==> src/rtl/board_scanner.sv <==
// Sweeps the 10x10 board RAM once per start request, tallying interior
// black/white/empty cells and flagging any border or interior wall-code violation.
module board_scanner #(
    parameter int unsigned READ_LATENCY = 1
) (
    input  logic       clock,
    input  logic       reset,
    input  logic       start,
    input  logic [1:0] q,
    output logic [7:0] addr,
    output logic       rden,
    output logic       busy,
    output logic       done,
    output logic [6:0] black_count,
    output logic [6:0] white_count,
    output logic [6:0] empty_count,
    output logic       board_error
);

    localparam int unsigned L       = READ_LATENCY;
    localparam int unsigned AW      = 8;
    localparam int unsigned CW      = 7;
    localparam int unsigned RCW     = 4;
    localparam int unsigned LAST_AD = 99;
    localparam int unsigned EDGE_IX = 9;

    typedef enum logic [1:0] {
        S_IDLE,
        S_SCAN,
        S_DRAIN,
        S_DONE
    } state_t;

    state_t         r_state;
    logic [RCW-1:0] r_row;
    logic [RCW-1:0] r_col;
    logic [L-1:0]   r_vld;
    logic [L-1:0]   r_bdr;

    logic w_border;
    logic w_pending;
    logic w_last_addr;

    assign w_border    = (r_row == RCW'(0)) || (r_row == RCW'(EDGE_IX)) ||
                         (r_col == RCW'(0)) || (r_col == RCW'(EDGE_IX));
    // Reads still in flight behind the one being accumulated this cycle.
    assign w_pending   = |(r_vld << 1);
    assign w_last_addr = (addr == AW'(LAST_AD));

    always_ff @(posedge clock) begin
        if (reset) begin
            r_state     <= S_IDLE;
            r_row       <= '0;
            r_col       <= '0;
            r_vld       <= '0;
            r_bdr       <= '0;
            addr        <= '0;
            rden        <= 1'b0;
            busy        <= 1'b0;
            done        <= 1'b0;
            black_count <= '0;
            white_count <= '0;
            empty_count <= '0;
            board_error <= 1'b0;
        end else begin
            r_vld <= L'({r_vld, rden});
            r_bdr <= L'({r_bdr, w_border});

            // Oldest delay-line stage lines up with valid read data on q.
            if (r_vld[L-1]) begin
                if (r_bdr[L-1]) begin
                    if (q != 2'b11) begin
                        board_error <= 1'b1;
                    end
                end else begin
                    case (q)
                        2'b00:   empty_count <= empty_count + CW'(1);
                        2'b01:   black_count <= black_count + CW'(1);
                        2'b10:   white_count <= white_count + CW'(1);
                        default: board_error <= 1'b1;
                    endcase
                end
            end

            case (r_state)
                S_IDLE, S_DONE: begin
                    if (start) begin
                        r_state     <= S_SCAN;
                        addr        <= '0;
                        rden        <= 1'b1;
                        busy        <= 1'b1;
                        done        <= 1'b0;
                        r_row       <= '0;
                        r_col       <= '0;
                        black_count <= '0;
                        white_count <= '0;
                        empty_count <= '0;
                        board_error <= 1'b0;
                    end
                end
                S_SCAN: begin
                    if (w_last_addr) begin
                        r_state <= S_DRAIN;
                        rden    <= 1'b0;
                    end else begin
                        addr <= addr + AW'(1);
                        if (r_col == RCW'(EDGE_IX)) begin
                            r_col <= '0;
                            r_row <= r_row + RCW'(1);
                        end else begin
                            r_col <= r_col + RCW'(1);
                        end
                    end
                end
                S_DRAIN: begin
                    if (!w_pending) begin
                        r_state <= S_DONE;
                        busy    <= 1'b0;
                        done    <= 1'b1;
                    end
                end
                default: r_state <= S_IDLE;
            endcase
        end
    end

endmodule
==> config.mk <==
export PLATFORM = sky130hd
export DESIGN_NAME = board_scanner
export DESIGN_NICKNAME = d
export VERILOG_FILES = /design/src/rtl/board_scanner.sv
export SDC_FILE = /design/constraint.sdc
export NUM_CORES = 1
export LEC_CHECK = 0
export CORE_MARGIN = 2
export CORE_UTILIZATION = 45
export CTS_CLUSTER_SIZE = 24
export DETAILED_ROUTE_END_ITERATION = 16
export PLACE_DENSITY = 0.7
export SLEW_MARGIN = 20
export SYNTH_ARGS = -nofsm -noshare
export SYNTH_HDL_FRONTEND = slang
export SYNTH_SLANG_ARGS = --single-unit
==> constraint.sdc <==
create_clock -name clock -period 2 [get_ports clock]
set_input_delay 0.2 -clock clock [delete_from_list [all_inputs] [get_ports clock]]
set_output_delay 0.2 -clock clock [all_outputs]
set_load 0.05 [all_outputs]
==> results.toml <==
[status]
status = "complete, no violations"

[power_and_ir_drop]
p_switching_w = 0.0008327
ir_drop_uv = 827.9
p_int_w = 0.001676
p_leak_nw = 1.022
combPwrFrac = 0.314
p_clk_frac = 0.278
total_power_w = 0.002509
swShare = 0.3319
seqPwrFrac = 0.408
powerDensity_nw_per_um2 = 910.9

[global_route]
grt_max_degree = 23
grt_usage = 0.1672
grt_pass1_wl_um = 7155
grt_pass1_vias = 1666
grt.overflow.total = 0
antenna_found_initial = 0

[die]
core_um2 = 4692
die_h_um = 73.52
dieArea_um2 = 5404
start_util = 0.4635
io_pins = 38
rows = 25
fp.dieW_um = 73.52

[critical_path]
reg2reg_from = "addr[1]"
critPathBufInv = 1
slowest_stage = "clkdlybuf4s50_1"
cp.arrival_ns = 1.64
critPathTopFamily = "buffers and inverters"
crit_fanout = 8
path_class = "reg -> out"
ff2ff_path_depth = 5
crit_path_start_kind = "register"
cp-end-kind = "primary output"
worstPathCellList = "clkdlybuf4s50_1"
r2r-end = "r_state[1]"
max_stage_delay_ns = 0.86
r2r_slack_ns = 0.21
critPathRequiredTime_ns = 1.80

[drt]
wl_per_cell_um = 12.33
dr.pass1.iters = 4
ant_nets = 0
vias_per_cell = 5.188
num_vias = 1743
wl_um = 4143
drc = 0
drtIter0Drc = 55

[yosys]
synth.top_cell.area_share = 0.4143
synth.area.top_cells = "dfxtp_1 41%, ha_1 7.5%, xor2_1 6.8%, nor2_1 6.4%, a21oi_1 3.2%"
synth_async_sr_flop_share = 0
synth_ff_type = "dfxtp_1"
synth_cell_types = 47
synth-edff-count = 0
syn_inst = 237
netlist_area_um2 = 2175
yosysTopAreaCell = "dfxtp_1"
yosysSeqAreaShare = 0.4143
ys_ff_latch = 45
yosysWarningCount = 0
avgSynthCellArea_um2 = 9.175
synth_nets = 255

[cts]
cts_resized = 0
cts_made_buffers = 5
clock_latency_ns = 0.29
cts_sinks = 45
cts_hold_buf = 0
clk_pin_slew_ns = 0.08
clockBufferDepth = 2
cts_tree = "yes"
cts_max_level = 2
post_cts_buffers = 0
cts-root-buf = "clkbuf_8"

[timing]
finClkSkew_ns = 0.002828
relSlewSlack = 0.6601
setup_ws_ns = 0.1650
setup_viol = 0
max_freq_ghz = 0.5450
slew_violations = 0
rsz0062_at_grt = "no"
worstMarginPinSlew_ns = 0.5082
period_share = 0.9175
min_period_ns = 1.835
setup_tns_ns = 0
finalHoldViolations = 0
holdWs_ns = 0.4864

[worst_hold_path]
worstHoldStart = "board_error"
min_path_cells = 2
holdCritPathClass = "reg -> reg"
min_to = "board_error"

[placed_design]
port-buffer-count = 37
place_congestion = 0.8404
dp_slack_ns = 0.1496
dp_hpwl_um = 3055

[flow_run]
drv_cap = 0

[finish]
syn_to_final_growth_pct = 26.64
final_util = 0.5869
diodes = 0
fin_nets = 299
drive_above_1_share = 0.08511
flip-flops by register name, indices dropped and copies added, names as in the netlist:
signal and count:
addr 8, black_count 7, empty_count 7, white_count 7
r_col 4, r_row 4, r_state 2, board_error 1
busy 1, done 1, r_bdr 1, r_vld 1
rden 1
power groups by stage:
stage                     Sequential, W  Clock (W)  Combinational (W)
after global routing            0.00103   0.000757           0.000871
final                           0.00102   0.000697           0.000787
after global placement          0.00104          0           0.000783
after floorplan                 0.00115          0           0.000458
after detailed placement        0.00104          0           0.000788
after CTS                       0.00102   0.000727           0.000793
cells in the mapped netlist, types with 5 or more instances:
master and instances:
dfxtp_1 45, nor2_1 37, xor2_1 17, a21oi_1 14, ha_1 13, nand2_1 13, nand4_1 11, inv_1 8
and3_1 6, mux2i_1 6, nand3_1 6, o21ai_0 6, xnor2_1 6, clkbuf_1 5
through the flow:
stage,std cells,cell area [um2]
finish,336,2754
detailed placement,328,2638
CTS,336,2754
floorplan,237,2176
global route,336,2754
global placement,328,2638
placed cells by master, fill, tap and decap left out, types with 3 or more instances in the layout:
cell type | Yosys | layout
dfxtp_1 | 45 | 44
nor2_1 | 37 | 37
clkdlybuf4s50_1 | 0 | 37
xor2_1 | 17 | 17
a21oi_1 | 14 | 14
nand2_1 | 13 | 13
ha_1 | 13 | 13
nand4_1 | 11 | 11
buf_4 | 1 | 10
inv_1 | 8 | 8
o21ai_0 | 6 | 6
and3_1 | 6 | 6
nand3_1 | 6 | 6
mux2i_1 | 6 | 6
xnor2_1 | 6 | 6
clkbuf_8 | 0 | 6
o31ai_1 | 3 | 3
or3_1 | 3 | 3
nor2b_1 | 3 | 3
per-layer routing:
layer / routed length [um] / global-route usage / vias to the layer above
li1: - / - / 913
met1: 2084 / 0.2137 / 786
met2: 1835 / 0.2778 / 38
met3: 172 / 0.04252 / 6
met4: 51 / 0.04848 / 0
met5: 0 / 0 / -
how the worst max path moves through the flow:
stage	from	endpoint	slack, ns	cells past startpoint
2_1_floorplan	addr[1]	r_state[1]	0.009	5
3_3_place_gp	q[0]	black_count[6]	0.17	6
3_5_place_dp	q[1]	black_count[6]	0.15	6
4_1_cts	addr[2]	addr[2]	0.15	1
5_1_grt	addr[1]	r_state[1]	0.10	5
6_report	addr[2]	addr[2]	0.16	1
final cells by class:
class	instances	area [um2]
well taps	54	67.56
clock buffers	7	86.33
clock inverters	1	30.03
inverters	8	30.03
multi-input cells	174	1192
fillers	437	1938
repair buffers	47	445.4
flip-flops and latches	45	902.1
logic make-up (layout without fill, tap and decap cells):
logic type | count (synthesis) | in the layout | synth area share
simple gates | 98 | 98 | 0.2509
flops | 45 | 45 | 0.4143
compound gates | 33 | 33 | 0.09552
xor+xnor | 23 | 23 | 0.09263
buf+inv | 18 | 63 | 0.03740
fa+ha+maj | 13 | 13 | 0.07480
mux | 7 | 7 | 0.03452
No activity file was read; power rests on OpenSTA's default activity.
==> variant 1: new RTL, config.mk and constraints unchanged <==
Encoding of `state_t`: now one-hot (4 bits for 4 states).
--- a/src/rtl/board_scanner.sv
+++ b/src/rtl/board_scanner.sv
@@ -24,11 +24,11 @@
     localparam int unsigned LAST_AD = 99;
     localparam int unsigned EDGE_IX = 9;
 
-    typedef enum logic [1:0] {
-        S_IDLE,
-        S_SCAN,
-        S_DRAIN,
-        S_DONE
+    typedef enum logic [3:0] {
+        S_IDLE  = 4'b0001,
+        S_SCAN  = 4'b0010,
+        S_DRAIN = 4'b0100,
+        S_DONE  = 4'b1000
     } state_t;
 
     state_t         r_state;
Check against the original RTL: same outputs for any inputs over 10 cycles, from zero or initial values and one cycle with reset high; not proved beyond that.
==> variant 1 against the unedited design <==
  * Area after synthesis is 0.92% lower
  * Wire length up 6.1%
  * Sequential cell count rose by 2
  * Fmax increased by 4.2%
  * Design area grew 0.14%
  * Core utilization grew 0.47 points
  * Worst setup slack better by 75 ps
  * First-iteration DRC count up 53%
  * Highest routed layer unchanged
Power is not compared: it rests on default switching activity, and its combinational part moved more than twofold at a synthesized area within 25%.
==> variant 1: results (changes against the unedited design) <==
metric,value,unit,change
run status,completed,,
worst hold path depth,2,,unchanged
Routed wire per std cell,13.0,um,+5.5%
Critical Path Fanout Max,5,,-3
fin nets,298,,-0.33%
async set-reset flop share out of synthesis,0,%,unchanged
Reg-to-Reg Start,addr[2]$_SDFFE_PP0P_,,
LEAKAGE,1.03,nW,
worst reg2reg endpoint,r_col[1]$_SDFFE_PP0P_,,
synth cell count leaders,"dfxtp_1, nor2_1, xor2_1, nand2_1, nand3_1",,
Setup WS pre-CTS,60.4,ps,-89.2 ps
CP peak stage delay,840,ps,-20 ps
max reg flops,8,,unchanged
filler instances,410,,-6.2%
"Seq/Total Area, Yosys",43.7,%,+2.2 points
pin count of the biggest net entering global routing,15,,-35%
total vias in the final route,1816,,+4.2%
# Post-CTS Setup Buffers,0,,unchanged
CP max stage cell,clkdlybuf4s50_1,,
"Avg Cell Area, Syn",9.13,um^2,-0.50%
H-tree depth,2,,unchanged
arrival time at the worst endpoint,1560,ps,-80 ps
share of cells above drive strength 1,8.10,%,-0.41 points
Synth area leaders,"dfxtp_1, xor2_1, ha_1",,
Hold Startpoint,board_error$_SDFF_PP0_,,
clk_skew,4.40,ps,+1.57 ps
first-pass GRT wire length,7320,um,+2.3%
dpl hpwl,3140,um,+2.8%
CTS buffer count,5,,unchanged
vias in the first global route,1647,,-1.1%
post-cts resize count,0,,unchanged
post-synth cell types,43,,-8.5%
vias per cell,5.37,,+3.6%
Rel. slew slack,66.5,%,+0.51 points
DR iter-0 viols,84,,+53%
Placed Instances,330,,+0.61%
initial antenna violation count,0,,unchanged
Root Buffer,clkbuf_8,,
Worst VDD drop,0.338,mV,
Worst-path clk slew,80,ps,about the same
R2R setup slack,240,ps,+30 ps
worst hold slack,484,ps,-2.23 ps
number of antenna diodes,0,,unchanged
Hold WC Path Type,flip-flop to flip-flop,,
"Cell Area, Placed",0.00264,mm^2,about the same
Synthesized Nets,251,,-1.6%
Crit path max-delay family,buffers and inverters,,
routability cong.,0.809,,-3.8%
Tot GR Track Use,17.5,%,+0.75 points
Worst Setup SP,addr[5]$_SDFFE_PP0P_,,
[variant 1: cell types whose count changed in the layout (fill, tap and decap cells not counted), sizes merged, moves of 3 or more]
cell and delta:
nand4 -3, nand3 +9, o21ai -3, ha -3, nor2 -4, nand2 +3
[variant 1: area by class of cell]
type	instances	area, um^2	area share (%)
flip-flops and latches	47	941	34.1
clock buffers	6	82.6	2.99
repair buffers	48	453	16.4
well taps	54	67.6	2.45
clock inverters	2	35.0	1.27
inverters	6	22.5	0.817
multi-input cells	175	1160	41.9
[variant 1: through the flow]
| stage | utilization (%) | power [mW] |
|---|---|---|
| floorplan | - | 1.05 |
| global route | 59.2 | 1.87 |
| CTS | 59.2 | 1.82 |
| finish | 59.2 | 1.80 |
| global placement | 56.6 | 1.10 |
| detailed placement | 56.6 | 1.10 |
[variant 1: cell families (layout without fill, tap and decap cells)]
| logic type | count (synthesis) | after routing | share of synthesized area, % |
|---|---|---|---|
| DFF | 47 | 47 | 43.7 |
| AOI/OAI and AO/OA | 30 | 30 | 8.83 |
| adders and majority gates | 10 | 10 | 5.81 |
| buffers and inverters | 14 | 62 | 2.67 |
| xor gates and xnor gates | 26 | 26 | 10.6 |
| muxes | 6 | 6 | 2.79 |
| and+or+nand+nor | 103 | 103 | 25.7 |
[variant 1: how the worst max path moves through the flow]
stage                                end  slack, ps  depth (start not counted)
5_1_grt            r_col[1]$_SDFFE_PP0P_        100                          5
3_5_place_dp   black_count[6]$_SDFF_PP0_         60                          5
3_3_place_gp   black_count[6]$_SDFF_PP0_        130                          5
4_1_cts                          addr[5]        230                          1
6_report                         addr[5]        240                          1
2_1_floorplan      r_col[2]$_SDFFE_PP0P_        150                          5
[variant 1: worst reg2reg max path, stage by stage (launching register included)]
cell and delay [ps]:
dfxtp_1 350, or4_1 660, o21ai_2 300, buf_4 170
nand3_1 70, a21oi_1 150
[variant 1: layer usage]
layer  global-route usage [%]  wire, um
met1                     23.1      2070
met2                     27.5      2000
met3                     3.18       241
met4                     8.23        82
met5                        0         0
[variant 1: where the power goes]
part	switching, mW	total, mW	internal (mW)
logic	0.0704	0.118	0.0480
registers	0.0137	0.959	0.946
clock network	0.316	0.720	0.405
==> variant 2: new RTL, config.mk and constraints unchanged <==
Without the edit above. Set the parameter `READ_LATENCY` to 2 (it was 1).
--- a/src/rtl/board_scanner.sv
+++ b/src/rtl/board_scanner.sv
@@ -1,7 +1,7 @@
 // Sweeps the 10x10 board RAM once per start request, tallying interior
 // black/white/empty cells and flagging any border or interior wall-code violation.
 module board_scanner #(
-    parameter int unsigned READ_LATENCY = 1
+    parameter int unsigned READ_LATENCY = 2
 ) (
     input  logic       clock,
     input  logic       reset,
Check against the original RTL: not equivalent (a bounded check fails within 4 cycles, from zero or initial values and one cycle with reset high).
==> variant 2 against the unedited design <==
  * Wire length increased by 3.0%
  * Fmax decreased by 2.9%
  * Worst hold slack got worse by 27 ps
  * Synthesized cell count increased by 3.8%
  * Non-clock buffer count increased by 5
  * Critical path type is now flip-flop to flip-flop
  * Area after synthesis increased by 2.4%
  * Design area increased by 4.4%
  * Worst setup slack got worse by 56 ps
  * Sequential cell count increased by 2
  * Largest cell class unchanged
  * Die area increased by 2.2%
  * Total power decreased by 0.27%
  * First-iteration DRC count decreased by 20%
  * Core utilization increased by 1.8 points
==> variant 2: results (changes against the unedited design) <==
metric,value,unit,change
Rel. slew slack,66.0,%,about the same
first-pass GRT wire length,7270,um,+1.6%
total vias in the final route,1833,,+5.2%
fin nets,315,,+5.4%
Worst VDD drop,0.409,mV,-51%
LEAKAGE,1.13,nW,+11%
met2 GRT Util,28.7,%,+0.89 points
dpl hpwl,3260,um,+6.9%
met1 global-route usage,20.4,%,-0.97 points
clk_skew,6.24,ps,+3.41 ps
share of cells above drive strength 1,11.1,%,+2.6 points
CP peak stage delay,510,ps,-350 ps
"Cell Area, Placed",0.00276,mm^2,+4.5%
routability cong.,0.777,,-7.6%
post-synth cell types,36,,-23%
Placed Instances,356,,+8.5%
Critical Path Fanout Max,5,,-3
R2R setup slack,110,ps,-100 ps
Min-Delay Endpoint,r_bdr[1]$_SDFF_PP0_,,
Hold Startpoint,r_bdr[0]$_SDFF_PP0_,,
met3 usage,3.25,%,-1.0 points
Synth area leaders,"dfxtp_1, xor2_1, ha_1",,
worst reg2reg endpoint,addr[3]$_SDFFE_PP0P_,,
Reg-to-Reg Start,r_state[0]$_SDFFE_PP0P_,,
Synthesized Nets,264,,+3.5%
"Avg Cell Area, Syn",9.05,um^2,-1.4%
vias in the first global route,1737,,+4.3%
worst hold path depth,1,,-1
synth cell count leaders,"dfxtp_1, nor2_1, nand2_1, xor2_1, ha_1",,
"Seq/Total Area, Yosys",42.3,%,+0.84 points
Worst Reg2Reg Path Length in Cells,6,,+1
filler instances,438,,+0.23%
run status,completed,,
Root Buffer,clkbuf_8,,
-- variant 2: cell types whose count changed in the layout (fill, tap and decap cells not counted), sizes merged, moves of 3 or more --
cell	before	now
a21oi	14	7
o31ai	3	0
o211ai	1	8
buf	10	15
nand2	13	22
nor2	37	41
nand3	6	2
-- variant 2: critical path, delay by kind of cell (launching register included) --
| kind | cells | cell delay (ps) |
|---|---|---|
| AND/OR/NAND/NOR | 4 | 1080 |
| flip-flops | 1 | 370 |
| adder cells (fa/ha/maj) | 1 | 320 |
| buffers and inverters | 1 | 70 |
-- variant 2: worst max-delay path by stage --
stage / from / to / slack [ps] / depth (start not counted)
finish: r_state[0]$_SDFFE_PP0P_ / addr[3]$_SDFFE_PP0P_ / 110 / 6
global placement: r_state[0]$_SDFFE_PP0P_ / addr[6]$_SDFFE_PP0P_ / 140 / 6
CTS: r_state[0]$_SDFFE_PP0P_ / addr[3]$_SDFFE_PP0P_ / 70 / 6
detailed placement: r_state[0]$_SDFFE_PP0P_ / addr[3]$_SDFFE_PP0P_ / 80 / 6
floorplan: addr[0]$_SDFFE_PP0P_ / r_state[0]$_SDFFE_PP0P_ / 5 / 5
global route: r_state[1]$_SDFFE_PP0P_ / r_col[1]$_SDFFE_PP0P_ / -0.3 / 6
-- variant 2: where the power goes --
part	internal (mW)	leakage [nW]	switching, mW
combinational	0.304	0.692	0.444
clock	0.372	0.0581	0.316
sequential	1.01	0.383	0.0597
-- variant 2: cell type report --
cell class	count	area (um^2)	share of cell area, %
timing repair buffer	52	483	16.8
multi-input combinational	184	1220	42.6
clock inverter	3	43.8	1.52
sequential	47	946	32.9
inverter	7	26.3	0.914
clock buffer	5	68.8	2.39
tap	67	83.8	2.92
-- variant 2: repair_timing --
item | in CTS | in global routing
endpoints found under the setup margin | 0 | 6
setup buffers | 0 | 1
gates resized for setup | 0 | 1
-- variant 2: metal layers --
metal  up-vias  share of wire (%)
li1        944                  -
met1       854                 46
met2        30                 49
met3         5                2.8
met4         0                1.5
met5         -                  0
-- variant 2: per-stage QoR --
stage	hold WS (ps)	TNS [ps]	total power, mW	util (%)	worst slack, ps
3_3_place_gp	424	0	1.83	57.9	144
6_report	459	0	2.50	60.5	109
5_1_grt	487	-0.343	2.67	60.5	-0.343
4_1_cts	468	0	2.53	60.3	74.8
3_5_place_dp	450	0	1.84	57.9	83.5
2_1_floorplan	414	0	1.62	-	5.33
-- variant 2: kinds of logic after synthesis --
group,Yosys count,share of synthesized area [%]
xor gates and xnor gates,24,9.44
AOI/OAI and AO/OA,28,7.98
DFF,47,42.3
buffers and inverters,15,2.75
and+or+nand+nor,108,25.1
muxes,11,5.12
adders and majority gates,13,7.31
